===== src/rtl/crc_frame_tx.sv =====
// crc_frame_tx: frames one 32-bit payload word as SOF, 4 payload bytes and a
// 16-bit CRC obtained from an external engine, streamed over valid/ready.
// Optional macro CRC_FRAME_TIMEOUT_EN: abandon the frame with an err pulse when
// the CRC engine does not answer within TIMEOUT cycles.
//
// state    | meaning
// IDLE     | waiting for wr; payload latched on acceptance
// CRC_REQ  | one-cycle crc_start pulse to the engine
// CRC_WAIT | waiting for crc_done (optionally bounded by TIMEOUT)
// SEND     | streaming the 7 frame bytes selected by idx
// FIN      | one-cycle done pulse, back to IDLE
module crc_frame_tx #(
  parameter logic [7:0] SOF     = 8'h7E,
  parameter logic [7:0] TIMEOUT = 8'd200
) (
  input  logic        clk,
  input  logic        rst,
  input  logic        wr,
  input  logic [31:0] data_in,
  output logic        busy,
  output logic        crc_start,
  output logic [31:0] crc_data,
  input  logic [16:0] crc_in,
  input  logic        crc_done,
  output logic [7:0]  tx_data,
  output logic        tx_valid,
  input  logic        tx_ready,
  output logic        done,
  output logic        err
);

  typedef enum logic [2:0] {IDLE, CRC_REQ, CRC_WAIT, SEND, FIN} state_t;

  state_t      state;
  logic [31:0] payload;
  logic [15:0] crc;
  logic [2:0]  idx;

  // Bit 16 of the engine result carries no frame content.
  logic crc_msb_unused;
  assign crc_msb_unused = crc_in[16];

`ifdef CRC_FRAME_TIMEOUT_EN
  logic [7:0] wait_cnt;
  logic       err_q;
  assign err = err_q;
`else
  assign err = 1'b0;
`endif

  assign busy     = (state != IDLE);
  assign crc_data = payload;

  // Sequencer: state, payload/CRC capture, byte index and registered pulses.
  always_ff @(posedge clk or negedge rst) begin
    if (!rst) begin
      state     <= IDLE;
      payload   <= 32'h0;
      crc       <= 16'h0;
      idx       <= 3'd0;
      crc_start <= 1'b0;
      tx_valid  <= 1'b0;
      done      <= 1'b0;
`ifdef CRC_FRAME_TIMEOUT_EN
      wait_cnt  <= 8'd0;
      err_q     <= 1'b0;
`endif
    end else begin
      crc_start <= 1'b0;
      done      <= 1'b0;
`ifdef CRC_FRAME_TIMEOUT_EN
      err_q     <= 1'b0;
`endif
      case (state)
        IDLE: begin
          if (wr) begin
            payload   <= data_in;
            crc_start <= 1'b1;
            state     <= CRC_REQ;
          end
        end
        CRC_REQ: begin
`ifdef CRC_FRAME_TIMEOUT_EN
          wait_cnt <= 8'd0;
`endif
          state <= CRC_WAIT;
        end
        CRC_WAIT: begin
          // crc_done wins over a timeout expiring in the same cycle
          if (crc_done) begin
            crc      <= crc_in[15:0];
            idx      <= 3'd0;
            tx_valid <= 1'b1;
            state    <= SEND;
          end
`ifdef CRC_FRAME_TIMEOUT_EN
          else if (wait_cnt == (TIMEOUT - 8'd1)) begin
            err_q <= 1'b1;
            state <= IDLE;
          end else begin
            wait_cnt <= wait_cnt + 8'd1;
          end
`endif
        end
        SEND: begin
          if (tx_ready) begin
            if (idx == 3'd6) begin
              tx_valid <= 1'b0;
              done     <= 1'b1;
              idx      <= 3'd0;
              state    <= FIN;
            end else begin
              idx <= idx + 3'd1;
            end
          end
        end
        FIN:     state <= IDLE;
        default: state <= IDLE;
      endcase
    end
  end

  // Byte mux; held constant by idx while the downstream stalls.
  always_comb begin
    tx_data = 8'h00;
    if (state == SEND) begin
      case (idx)
        3'd0:    tx_data = SOF;
        3'd1:    tx_data = payload[31:24];
        3'd2:    tx_data = payload[23:16];
        3'd3:    tx_data = payload[15:8];
        3'd4:    tx_data = payload[7:0];
        3'd5:    tx_data = crc[15:8];
        3'd6:    tx_data = crc[7:0];
        default: tx_data = 8'h00;
      endcase
    end
  end

endmodule


===== config.mk =====
export PLATFORM = sky130hd
export DESIGN_NAME = crc_frame_tx
export DESIGN_NICKNAME = d
export VERILOG_FILES = /design/src/rtl/crc_frame_tx.sv
export SDC_FILE = /design/constraint.sdc
export NUM_CORES = 1
export LEC_CHECK = 0
export ABC_CLOCK_PERIOD_IN_PS = 2200
export BUFFER_PORTS_ARGS = -buffer_cell sky130_fd_sc_hd__buf_2
export CAP_MARGIN = 5
export CORE_ASPECT_RATIO = 2
export CORE_MARGIN = 2
export CORE_UTILIZATION = 50
export DETAILED_ROUTE_END_ITERATION = 6
export GPL_TIMING_DRIVEN = 0
export PLACE_DENSITY = 0.8
export SETUP_SLACK_MARGIN = 0.05
export SYNTH_ARGS = -nofsm -noshare
export SYNTH_HDL_FRONTEND = slang
export SYNTH_SLANG_ARGS = --single-unit

===== constraint.sdc =====
create_clock -name clk -period 2.2 [get_ports clk]
set_input_delay 0.11 -clock clk [delete_from_list [all_inputs] [get_ports clk]]
set_output_delay 0.11 -clock clk [all_outputs]
set_load 0.005 [all_outputs]

==> results of run 1 <==
==> final timing paths <==
path	startpoint	end	slack (ps)
min in group asynchronous	rst	crc_data[12]	400
max reg2reg	state[1]	crc_data[10]	460
min	data_in[6]	crc_data[6]	10
max	idx[0]	tx_data[3]	150
min reg2reg	crc[9]	crc[9]	500
max in group asynchronous	rst	crc_data[7]	1310
==> critical path: cells and delay by family, from the launching register on <==
| kind | cells | cell delay (ps) |
|---|---|---|
| AO/OA/AOI/OAI | 2 | 330 |
| adder cells (fa/ha/maj) | 1 | 190 |
| buffers and inverters | 4 | 650 |
| flip-flops | 1 | 330 |
| AND/OR/NAND/NOR | 1 | 90 |
==> power by group through the flow <==
stage | logic, uW | registers, uW | clock network, uW
detailed placement | 2240 | 1910 | 0
global placement | 2180 | 1890 | 0
finish | 2280 | 1920 | 1220
floorplan | 1420 | 1830 | 0
CTS | 2270 | 1920 | 1230
global route | 2460 | 1980 | 1290
==> kinds of logic (layout without fill, tap and decap cells) <==
family / Yosys count / after routing / share of synthesized area [%]
buffers and inverters: 20 / 131 / 5.505
multiplexers: 61 / 61 / 28.18
adder cells (fa/ha/maj): 1 / 1 / 0.4334
flip-flops: 57 / 57 / 49.41
AND/OR/NAND/NOR: 47 / 47 / 8.929
other: 1 / 1 / 0.1299
AO/OA/AOI/OAI: 32 / 32 / 7.412
==> layout make-up <==
class / count / share of cell area (%)
Clock buffer: 15 / 6.910
Tap cell: 61 / 2.046
Inverter: 4 / 0.4025
Timing Repair Buffer: 98 / 13.42
Buffer: 14 / 3.757
Sequential cell: 57 / 38.24
Multi-Input combinational cell: 142 / 35.22
==> flip-flops by register name (all words and copies together) (netlist names) <==
signal     cells
done           1
crc_data      32
idx            3
crc           16
tx_valid       1
state          3
crc_start      1
==> layer usage <==
metal | vias up | GRT usage [%]
met5 | - | 0
met4 | 0 | 17.36
met3 | 28 | 4.297
met2 | 86 | 41.06
met1 | 1073 | 26.34
li1 | 998 | -
==> synthesized netlist by cell type (all sizes together) <==
library cell  count
and3b             1
nand2            14
nand3b            2
a32oi             1
a31oi             5
mux2             54
a211oi            2
buf              13
nand4             2
ha                1
or3               1
nor3              1
clkbuf            3
a21oi             6
nor2b             3
mux2i             7
nand2b            6
a211o             3
a22oi             3
o21ai             7
a222oi            2
conb              1
o211ai            1
a221oi            2
nor2             11
inv               4
dfrtp            57
nand3             5
and3              1
==> through the flow <==
stage          std cells  power [uW]
2_1_floorplan        219        3252
3_3_place_gp         376        4071
3_5_place_dp         376        4148
4_1_cts              390        5418
5_1_grt              391        5726
6_report             391        5422
==> cell usage in the layout (no fill, tap or decap), types with 3 or more instances in the layout <==
cell and instances:
a22oi_1 3, buf_2 101, buf_4 4, mux2i_1 7, nor2_1 10, mux2_2 18, nand3_1 5, nand2_1 14
buf_12 4, a211o_1 3, o21ai_0 7, inv_1 4, nand2b_1 6, clkbuf_1 6, clkbuf_16 9, a31oi_1 5
mux2_4 36, a21oi_1 6, dfrtp_1 57
==> what timing repair did <==
| item | 4_1_cts | 5_1_grt |
|---|---|---|
| endpoints found under the setup margin | 8 | 3 |
| setup buffers | 1 | 0 |
| endpoints found under the hold margin | 0 | 57 |
| gates resized for setup | 2 | 3 |
| pin swaps | 1 | 1 |
| cloned | 0 | 0 |
| hold buffers | 0 | 1 |
==> summary.md, run 1 <==
| Metric | Value |
|---|---|
| DRT met1 WL | 2558 microns |
| Global-route wire length before repair | 11490 microns |
| Area growth syn-to-layout | 29.22% |
| Rel. slew slack | 51.90% |
| Post-DP HPWL | 5500 microns |
| DRT Pass-1 Iters | 4 |
| Worst Path Required | 2090 ps |
| Number of global-route vias before repair | 2269 |
| Crit Path Class | register to output port |
| CTS Sinks | 57 |
| Final worst-path cycle share | 93.21% |
| Net Count, Synth | 274 |
| Initial Util | 50.99% |
| Syn. warnings | 0 |
| CP Launch Type | register |
| Max Fclk | 0.4877 GHz |
| Place WS | -110.7 ps |
| Highest routed layer | met4 |
| CTS tree | built |
| Sw Pwr | 1824 uW |
| Hold Path Depth | 3 |
| Crit-path max cell delay | 330 ps |
| Max-cap violations | 0 |
| Initial DRC count | 82 |
| CP Capture Type | output port |
| Max-slew violation count | 0 |
| Min Hold Slack | 10.41 ps |
| # IOs | 99 |
| Clock transition at path regs | 50 ps |
| Synth Register Bits | 57 |
| Post-route cell area | 3730 sq um |
| Clk_lat worst skew | 320 ps |
| Mapped Cells | 219 |
| H-tree depth | 3 |
| Global Route Usage Sum | 24.35% |
| Metal3 WL | 332 microns |
| Initial antenna violation count | 0 |
| Final nets | 381 |
| # setup viols final | 0 |
| # diodes | 0 |
| Slowest-stage cell, CP | dfrtp_1 |
| Flop pwr share | 35.5% |
| Worst Path Max Fanout | 9 |
| CTS Buffer Depth | 2 |
| ANT nets after route | 0 |
| Worst slew pin tran | 721.5 ps |
| Pin count of the biggest net entering global routing | 58 |
| Clk Tree Root Cell | clkbuf_16 |
| Die width | 57.73 microns |
| Final Hold Fails | 0 |
| Fillers | 466 |
| Setup TNS | 0 ps |
| Footprint of the multi-input gates | 1314 sq um |
| Die H | 111.5 microns |
| Post-synthesis sequential area ratio | 49.41% |
| Internal | 3598 uW |
| FF+latch area | 1426 sq um |
| Worst r2r path cells | 4 |
| Final worst slack | 149.4 ps |
| CP arrival | 1940 ps |
| PwrDens | 1454 nW/um^2 |
| Post-DR vias/cell | 5.588 |
| GP Congestion | 0.9810 |
| Status | complete, no violations |
| Met2 wire length | 4152 microns |
| Yosys top cell area share | 49.41% |
| Core area | 5660 sq um |
| Final Routed Wirelength | 7440 microns |
| Via count | 2185 |
| RSZ-0062 raised after global routing | true |
| Avg Synthesized Cell Area | 13.18 sq um |
| Final clock skew | 6.430 ps |
| End-of-flow core utilization | 65.89% |
| VDD IR-drop max | 1.192 mV |
| Clock share of power | 22.4% |
| Minimum clock period | 2051 ps |
| Critical-path cell list | buf_2 -> nand2_1 -> inv_1 -> ha_4 -> o211ai_1 -> buf_4 -> a31oi_1 -> buf_2 |
| Switch share | 33.64% |
| Post-route DRC | 0 |
| Buffers on Ports | 96 |
| Most used cell, CP | buf_2 |
| Post-synth cell types | 36 |
| Mapped Area | 2887 sq um |
| Wire per inst | 19.03 microns |
| Layout cells sized above 1 | 53.94% |
| FP Rows | 39 |
| Grt ovf | 0 |
| Placed instance area | 3443 sq um |
| Cell taking the most area after synthesis | dfrtp_1 |
| Synth top area cells | dfrtp_1, mux2_4, mux2_2 |
| Die area | 6433 sq um |
| Hold crit path type | input pin to register |
| Comb power frac | 42.1% |
| Num CTS Buffers | 9 |
| Lkg Pwr | 0.001878 uW |
(Power assumes the default switching activity.)
==> run 2, diff against run 1 <==
--- a/config.mk
+++ b/config.mk
@@ -5,7 +5,7 @@
 export SDC_FILE = /design/constraint.sdc
 export NUM_CORES = 1
 export LEC_CHECK = 0
-export ABC_CLOCK_PERIOD_IN_PS = 2200
+export ABC_CLOCK_PERIOD_IN_PS = 1990
 export BUFFER_PORTS_ARGS = -buffer_cell sky130_fd_sc_hd__buf_2
 export CAP_MARGIN = 5
 export CORE_ASPECT_RATIO = 2
==> constraint.sdc (replaced) <==
create_clock -name clk -period 1.99 [get_ports clk]
set_input_delay 0.0995 -clock clk [delete_from_list [all_inputs] [get_ports clk]]
set_output_delay 0.0995 -clock clk [all_outputs]
set_load 0.005 [all_outputs]
==> run 2 against run 1 <==
Global-route usage grew 1.2 points; register-to-register slack got worse by 210 ps; clock power rose by 9.8%; worst setup slack lost 80 ps; largest cell class unchanged; largest power group unchanged.
==> summary.md, run 2 (same netlist as run 1, synthesis figures left out) <==
| Metric | Value |
|---|---|
| Clk Tree Root Cell | clkbuf_16 (unchanged) |
| Die width | 57.73 microns (unchanged) |
| Worst r2r path cells | 4 (unchanged) |
| Die area | 6433 sq um (unchanged) |
| Most common cell after layout, fill and taps aside | buf_2 (unchanged) |
| Internal | 4159 uW (was 3598 uW) |
| Max Fclk | 0.5207 GHz |
| Most frequent cells in the layout | buf_2, dfrtp_1, mux2_4, mux2_2, nand2_1 (unchanged) |
| CTS Sinks | 57 (unchanged) |
| Status | complete, no violations (unchanged) |
| Crit Path Class | register to output port (unchanged) |
| HP Start | data_in[5] (was data_in[6]) |
| Clock share of power | 21.2% (was 22.4%) |
| Initial antenna violation count | 0 (unchanged) |
| Reg2Reg Launch Point | state[1] (unchanged) |
| Non-Filler Instances | 406 (was 391) |
| Hold Path Depth | 2 (was 3) |
| Via count | 2295 (was 2185) |
| Core area | 5660 sq um (unchanged) |
| # diodes | 0 (unchanged) |
| Crit-path max cell delay | 430 ps (was 330 ps) |
| CTS Buffer Depth | 2 (unchanged) |
| FP Rows | 39 (unchanged) |
| End-of-flow core utilization | 69.36% (was 65.89%) |
| Worst slew pin tran | 727.9 ps (was 721.5 ps) |
| DRT Pass-1 Iters | 5 (was 4) |
| Post-DP HPWL | 5500 microns (unchanged) |
| Grt ovf | 0 (unchanged) |
| Minimum clock period | 1921 ps |
| Critical-path cell list | buf_6 -> buf_4 -> mux2i_1 -> a211o_1 -> a31oi_2 -> buf_2 (was buf_2 -> nand2_1 -> inv_1 -> ha_4 -> o211ai_1 -> buf_4 -> a31oi_1 -> buf_2) |
| Max-cap violations | 0 (unchanged) |
| Total Power | 6308 uW (was 5422 uW) |
| Post-route DRC | 0 (unchanged) |
| Layout cells sized above 1 | 57.68% (was 53.94%) |
| CP Launch Type | register (unchanged) |
| Final Routed Wirelength | 7861 microns (was 7440 microns) |
| GP Congestion | 0.9810 (unchanged) |
| Worst Path Required | 1890 ps (was 2090 ps) |
| Global-route wire length before repair | 12040 microns (was 11490 microns) |
| Worst Path Max Fanout | 7 (was 9) |
| Setup TNS | 0 ps (unchanged) |
| Die H | 111.5 microns (unchanged) |
| # IOs | 99 (unchanged) |
| Final nets | 396 (was 381) |
| R2r endpoint | crc_data[10] (unchanged) |
| Clk_lat worst skew | 320 ps (about the same) |
| RSZ-0062 raised after global routing | true (unchanged) |
| Flop pwr share | 34.0% (was 35.5%) |
| ANT nets after route | 0 (unchanged) |
| PwrDens | 1607 nW/um^2 (was 1454 nW/um^2) |
| Final clock skew | 4.743 ps (was 6.430 ps) |
| Hold path endpoint | crc_data[5] (was crc_data[6]) |
| Max reg flops | 32 (unchanged) |
| Initial Util | 50.99% (unchanged) |
| CP arrival | 1820 ps (was 1940 ps) |
| Global Route Usage Sum | 25.59% (was 24.35%) |
| Reg-to-reg setup timing slack | 250 ps (was 460 ps) |
| Number of global-route vias before repair | 2351 (was 2269) |
| Rel. slew slack | 51.47% (was 51.90%) |
| # setup viols final | 0 (unchanged) |
| Buffers on Ports | 96 (unchanged) |
| VDD IR-drop max | 1.315 mV (was 1.192 mV) |
| CP Capture Type | output port (unchanged) |
| Lkg Pwr | 0.001973 uW (was 0.001878 uW) |
| Num CTS Buffers | 9 (unchanged) |
| Pin count of the biggest net entering global routing | 58 (unchanged) |
| Placed insts | 376 (unchanged) |
| Max-slew violation count | 0 (unchanged) |
| Post-DR vias/cell | 5.653 (was 5.588) |
| Final Hold Fails | 0 (unchanged) |
| Initial DRC count | 144 (was 82) |
| Switch share | 34.07% (was 33.64%) |
| Wire per inst | 19.36 microns (was 19.03 microns) |
| Area growth syn-to-layout | 36.02% (was 29.22%) |
| Sw Pwr | 2149 uW (was 1824 uW) |
| Slowest-stage cell, CP | dfrtp_1 (unchanged) |
| Comb power frac | 44.8% (was 42.1%) |
| CTS tree | built (unchanged) |
| Clock transition at path regs | 50 ps (about the same) |
| Final worst-path cycle share | 96.51% |
| Hold crit path type | input pin to register (unchanged) |
| H-tree depth | 3 (unchanged) |
## run 2: cell count changes in the layout (fill, tap and decap cells not counted), sizes merged
cell,delta
buf,+10
dlygate4sd3,+5
## run 2: critical path: cells and delay by family (launching register included)
family,cells,cell delay (ps)
compound gates,2,480
buf+inv,3,460
flops,1,430
mux,1,130
## run 2: worst max-delay path by stage
stage,end,from
final,tx_data[3],idx[2]
after global routing,tx_data[5],idx[0]
after global placement,tx_data[0],idx[2]
after floorplan,tx_data[0],idx[2]
after CTS,tx_data[2],idx[0]
after detailed placement,tx_data[2],idx[2]
## run 2: per-stage QoR
step / instance area [sq um] / setup WS, ps / hold slack [ps]
after floorplan: 2887 / 266.9 / -196.1
after global placement: 3443 / -280.8 / 327.7
after detailed placement: 3443 / -310.2 / 332.9
after CTS: 3842 / 42.56 / 0.1077
after global routing: 3926 / -63.39 / 3.661
final: 3926 / 69.42 / 5.489
## run 2: final cells by class
class / instances / area, sq um
fill: 419 / 1734
timing repair buffer: 113 / 636.9
multi-input combinational: 142 / 1355
inverter: 4 / 15.01
tap: 61 / 76.32
sequential: 57 / 1428
buffer: 14 / 157.7
clock buffer: 15 / 257.7
## run 2: what timing repair did
item                       in CTS  in global routing
setup endpoints to repair       8                  7
resized for setup              15                 14
buffers inserted                7                  4
hold buffers                    5                  1
pin swaps                       4                  5
hold endpoints to repair        5                 57
## run 2: routing by layer
metal | vias up | routed length (microns) | global-route usage, %
met3 | 35 | 419 | 4.530
met5 | - | 0 | 0
li1 | 1027 | - | -
met2 | 109 | 4384 | 43.86
met4 | 0 | 436 | 16.43
met1 | 1124 | 2621 | 27.88
## run 2: power by group through the flow
stage	Sequential [uW]	Clock [uW]	Combinational, uW
after CTS	2130	1360	2660
after global placement	2090	0	2410
after floorplan	2020	0	1570
after detailed placement	2110	0	2480
after global routing	2200	1430	3020
final	2140	1340	2830
==> run 3, diff against run 2 <==
--- a/config.mk
+++ b/config.mk
@@ -9,11 +9,11 @@
 export BUFFER_PORTS_ARGS = -buffer_cell sky130_fd_sc_hd__buf_2
 export CAP_MARGIN = 5
 export CORE_ASPECT_RATIO = 2
-export CORE_MARGIN = 2
-export CORE_UTILIZATION = 50
+export CORE_UTILIZATION = 52
+export CTS_BUF_LIST = sky130_fd_sc_hd__clkbuf_2 sky130_fd_sc_hd__clkbuf_4 sky130_fd_sc_hd__clkbuf_8
 export DETAILED_ROUTE_END_ITERATION = 6
 export GPL_TIMING_DRIVEN = 0
-export PLACE_DENSITY = 0.8
+export PLACE_DENSITY = 0.82
 export SETUP_SLACK_MARGIN = 0.05
 export SYNTH_ARGS = -nofsm -noshare
 export SYNTH_HDL_FRONTEND = slang
==> run 3 against run 2 <==
Clock power fell by 27%; highest routed layer unchanged; critical endpoint is now tx_data[6]; critical path type unchanged; critical path depth did not move; clock skew barely moved; worst setup slack got worse by 31 ps; combinational power barely moved; global-route usage rose by 4.5 points; total power fell by 5.5%; via count rose by 7.6%; die area fell by 8.7%.
==> summary.md, run 3 (same netlist as run 1, synthesis figures left out) <==
| Metric | Value |
|---|---|
| Final clock skew | 5.149 ps (was 4.743 ps) |
| GP Congestion | 0.8812 (was 0.9810) |
| Minimum clock period | 1952 ps (was 1921 ps) |
| Num CTS Buffers | 9 (unchanged) |
| Met2 GRT Util | 49.83% (was 43.86%) |
| Clock transition at path regs | 60 ps (was 50 ps) |
| PwrDens | 1424 nW/um^2 (was 1607 nW/um^2) |
| End-of-flow core utilization | 77.95% (was 69.36%) |
| Most frequent cells in the layout | buf_2, dfrtp_1, dlygate4sd3_1, mux2_4, mux2_2 (was buf_2, dfrtp_1, mux2_4, mux2_2, nand2_1) |
| Crit Path Class | register to output port (unchanged) |
| Reg-to-reg setup timing slack | 250 ps (about the same) |
| Pin count of the biggest net entering global routing | 58 (unchanged) |
| RSZ-0062 raised after global routing | true (unchanged) |
| Die width | 54.68 microns (was 57.73 microns) |
| Post-route DRC | 0 (unchanged) |
| Lkg Pwr | 0.002083 uW (was 0.001973 uW) |
| CP Launch Type | register (unchanged) |
| Number of global-route vias before repair | 2521 (was 2351) |
| Clk_lat worst skew | 340 ps (was 320 ps) |
| Initial Util | 53.73% (was 50.99%) |
| Status | complete, no violations (unchanged) |
| DRT Pass-1 Iters | 4 (was 5) |
| # diodes | 0 (unchanged) |
| CP arrival | 1850 ps (was 1820 ps) |
| Via count | 2470 (was 2295) |
| Max reg flops | 32 (unchanged) |
| CTS Buffer Depth | 2 (unchanged) |
| Initial DRC count | 116 (was 144) |
| Final nets | 432 (was 396) |
| CTS tree | built (unchanged) |
| Post-DP HPWL | 5380 microns (was 5500 microns) |
| CP Capture Type | output port (unchanged) |
| Core area | 5373 sq um (was 5660 sq um) |
| GR peak layer | met2 (unchanged) |
| Final worst slack | 37.93 ps (was 69.42 ps) |
| Total Power | 5964 uW (was 6308 uW) |
| Area growth syn-to-layout | 45.08% (was 36.02%) |
| Global Route Usage Sum | 30.13% (was 25.59%) |
| Initial antenna violation count | 0 (unchanged) |
| FP Rows | 38 (was 39) |
| # setup viols final | 0 (unchanged) |
| ANT nets after route | 0 (unchanged) |
| Max Fclk | 0.5123 GHz (was 0.5207 GHz) |
| Layout cells sized above 1 | 52.63% (was 57.68%) |
| # IOs | 99 (unchanged) |
| Most common cell after layout, fill and taps aside | buf_2 (unchanged) |
| Grt ovf | 0 (unchanged) |
| Final Hold Fails | 0 (unchanged) |
| Global-route wire length before repair | 12200 microns (was 12040 microns) |
| Clk Tree Root Cell | clkbuf_8 (was clkbuf_16) |
| Crit-path max cell delay | 380 ps (was 430 ps) |
| Slowest-stage cell, CP | dfrtp_1 (unchanged) |
| CTS Sinks | 57 (unchanged) |
| M1 GR Usage | 34.23% (was 27.88%) |
| Max-cap violations | 0 (unchanged) |
| Final Routed Wirelength | 8424 microns (was 7861 microns) |
| Post-route cell area | 4188 sq um (was 3926 sq um) |
| Worst Path Required | 1890 ps (about the same) |
| H-tree depth | 3 (unchanged) |
| Final worst-path cycle share | 98.09% (was 96.51%) |
| Hold crit path type | input pin to register (unchanged) |
| Worst Path Max Fanout | 8 (was 7) |
| Buffers on Ports | 96 (unchanged) |
| Die area | 5871 sq um (was 6433 sq um) |
| Max-slew violation count | 0 (unchanged) |
| Wire per inst | 19.15 microns (was 19.36 microns) |
| Place WS | -326.5 ps (was -310.2 ps) |
| Die H | 107.4 microns (was 111.5 microns) |
| VDD IR-drop max | 1.153 mV (was 1.315 mV) |
| Placed instance area | 3442 sq um (was 3443 sq um) |
| M3 GR Usage | 6.215% (was 4.530%) |
| Critical-path cell list | buf_6 -> nor2b_1 -> clkbuf_2 -> a221oi_1 -> a21oi_1 -> buf_2 (was buf_6 -> buf_4 -> mux2i_1 -> a211o_1 -> a31oi_2 -> buf_2) |
| Post-DR vias/cell | 5.614 (was 5.653) |
run 3: cell count changes in the layout (fill, tap and decap cells not counted), moves of 3 or more:
| cell | before | now |
|---|---|---|
| buf_6 | 7 | 4 |
| clkbuf_16 | 9 | 0 |
| clkbuf_8 | 1 | 11 |
| clkbuf_4 | 0 | 3 |
| clkbuf_1 | 5 | 0 |
| dlygate4sd3_1 | 6 | 43 |
| a22oi_1 | 0 | 3 |
| a22oi_2 | 3 | 0 |
run 3: per-stage QoR:
step	hold WS [ps]	cells	setup TNS [ps]
2_1_floorplan	-196.1	219	0
3_3_place_gp	313.7	375	-1928
3_5_place_dp	316.0	375	-2296
4_1_cts	0.3837	431	0
5_1_grt	3.886	440	-72.32
6_report	12.46	440	0
run 3: worst max-delay path: cells and delay by family, from the launching register on:
| kind | cells | cell delay [ps] |
|---|---|---|
| buf+inv | 3 | 470 |
| simple gates | 1 | 130 |
| compound gates | 2 | 530 |
| flops | 1 | 380 |
run 3: layout make-up:
cell class | instances | area [sq um]
tap | 60 | 75.07
fill | 313 | 1185
inverter | 4 | 17.52
clock buffer | 14 | 173.9
timing repair buffer | 149 | 998.5
multi-input combinational | 142 | 1336
sequential | 57 | 1429
buffer | 14 | 157.7
run 3: routing by layer:
| metal | part of all wire (%) | vias to the layer above |
|---|---|---|
| met5 | 0 | - |
| met4 | 4.6 | 0 |
| met3 | 5.7 | 28 |
| met2 | 54 | 116 |
| met1 | 36 | 1222 |
| li1 | - | 1104 |
run 3: timing repair:
item / in CTS / in global routing
hold endpoints to repair: 42 / 17
hold buffers: 42 / 1
endpoints found under the setup margin: 8 / 8
pin swaps: 2 / 3
setup buffers: 2 / 7
resized for setup: 8 / 13
run 3: final timing paths:
path,start,to,depth (start not counted)
worst max register to register,state[1],crc_data[14],4
worst max-delay path,idx[0],tx_data[6],6
min in group asynchronous,rst,crc_data[26],2
max in group asynchronous,rst,crc_data[14],3
worst min-delay path,crc_in[11],crc[11],2
worst min register to register,crc[12],crc[12],1
run 3: power breakdown:
group	total, uW	internal (uW)	switching [uW]
Combinational	2830	1600	1230
Sequential	2150	1690	461
Clock	983	549	435
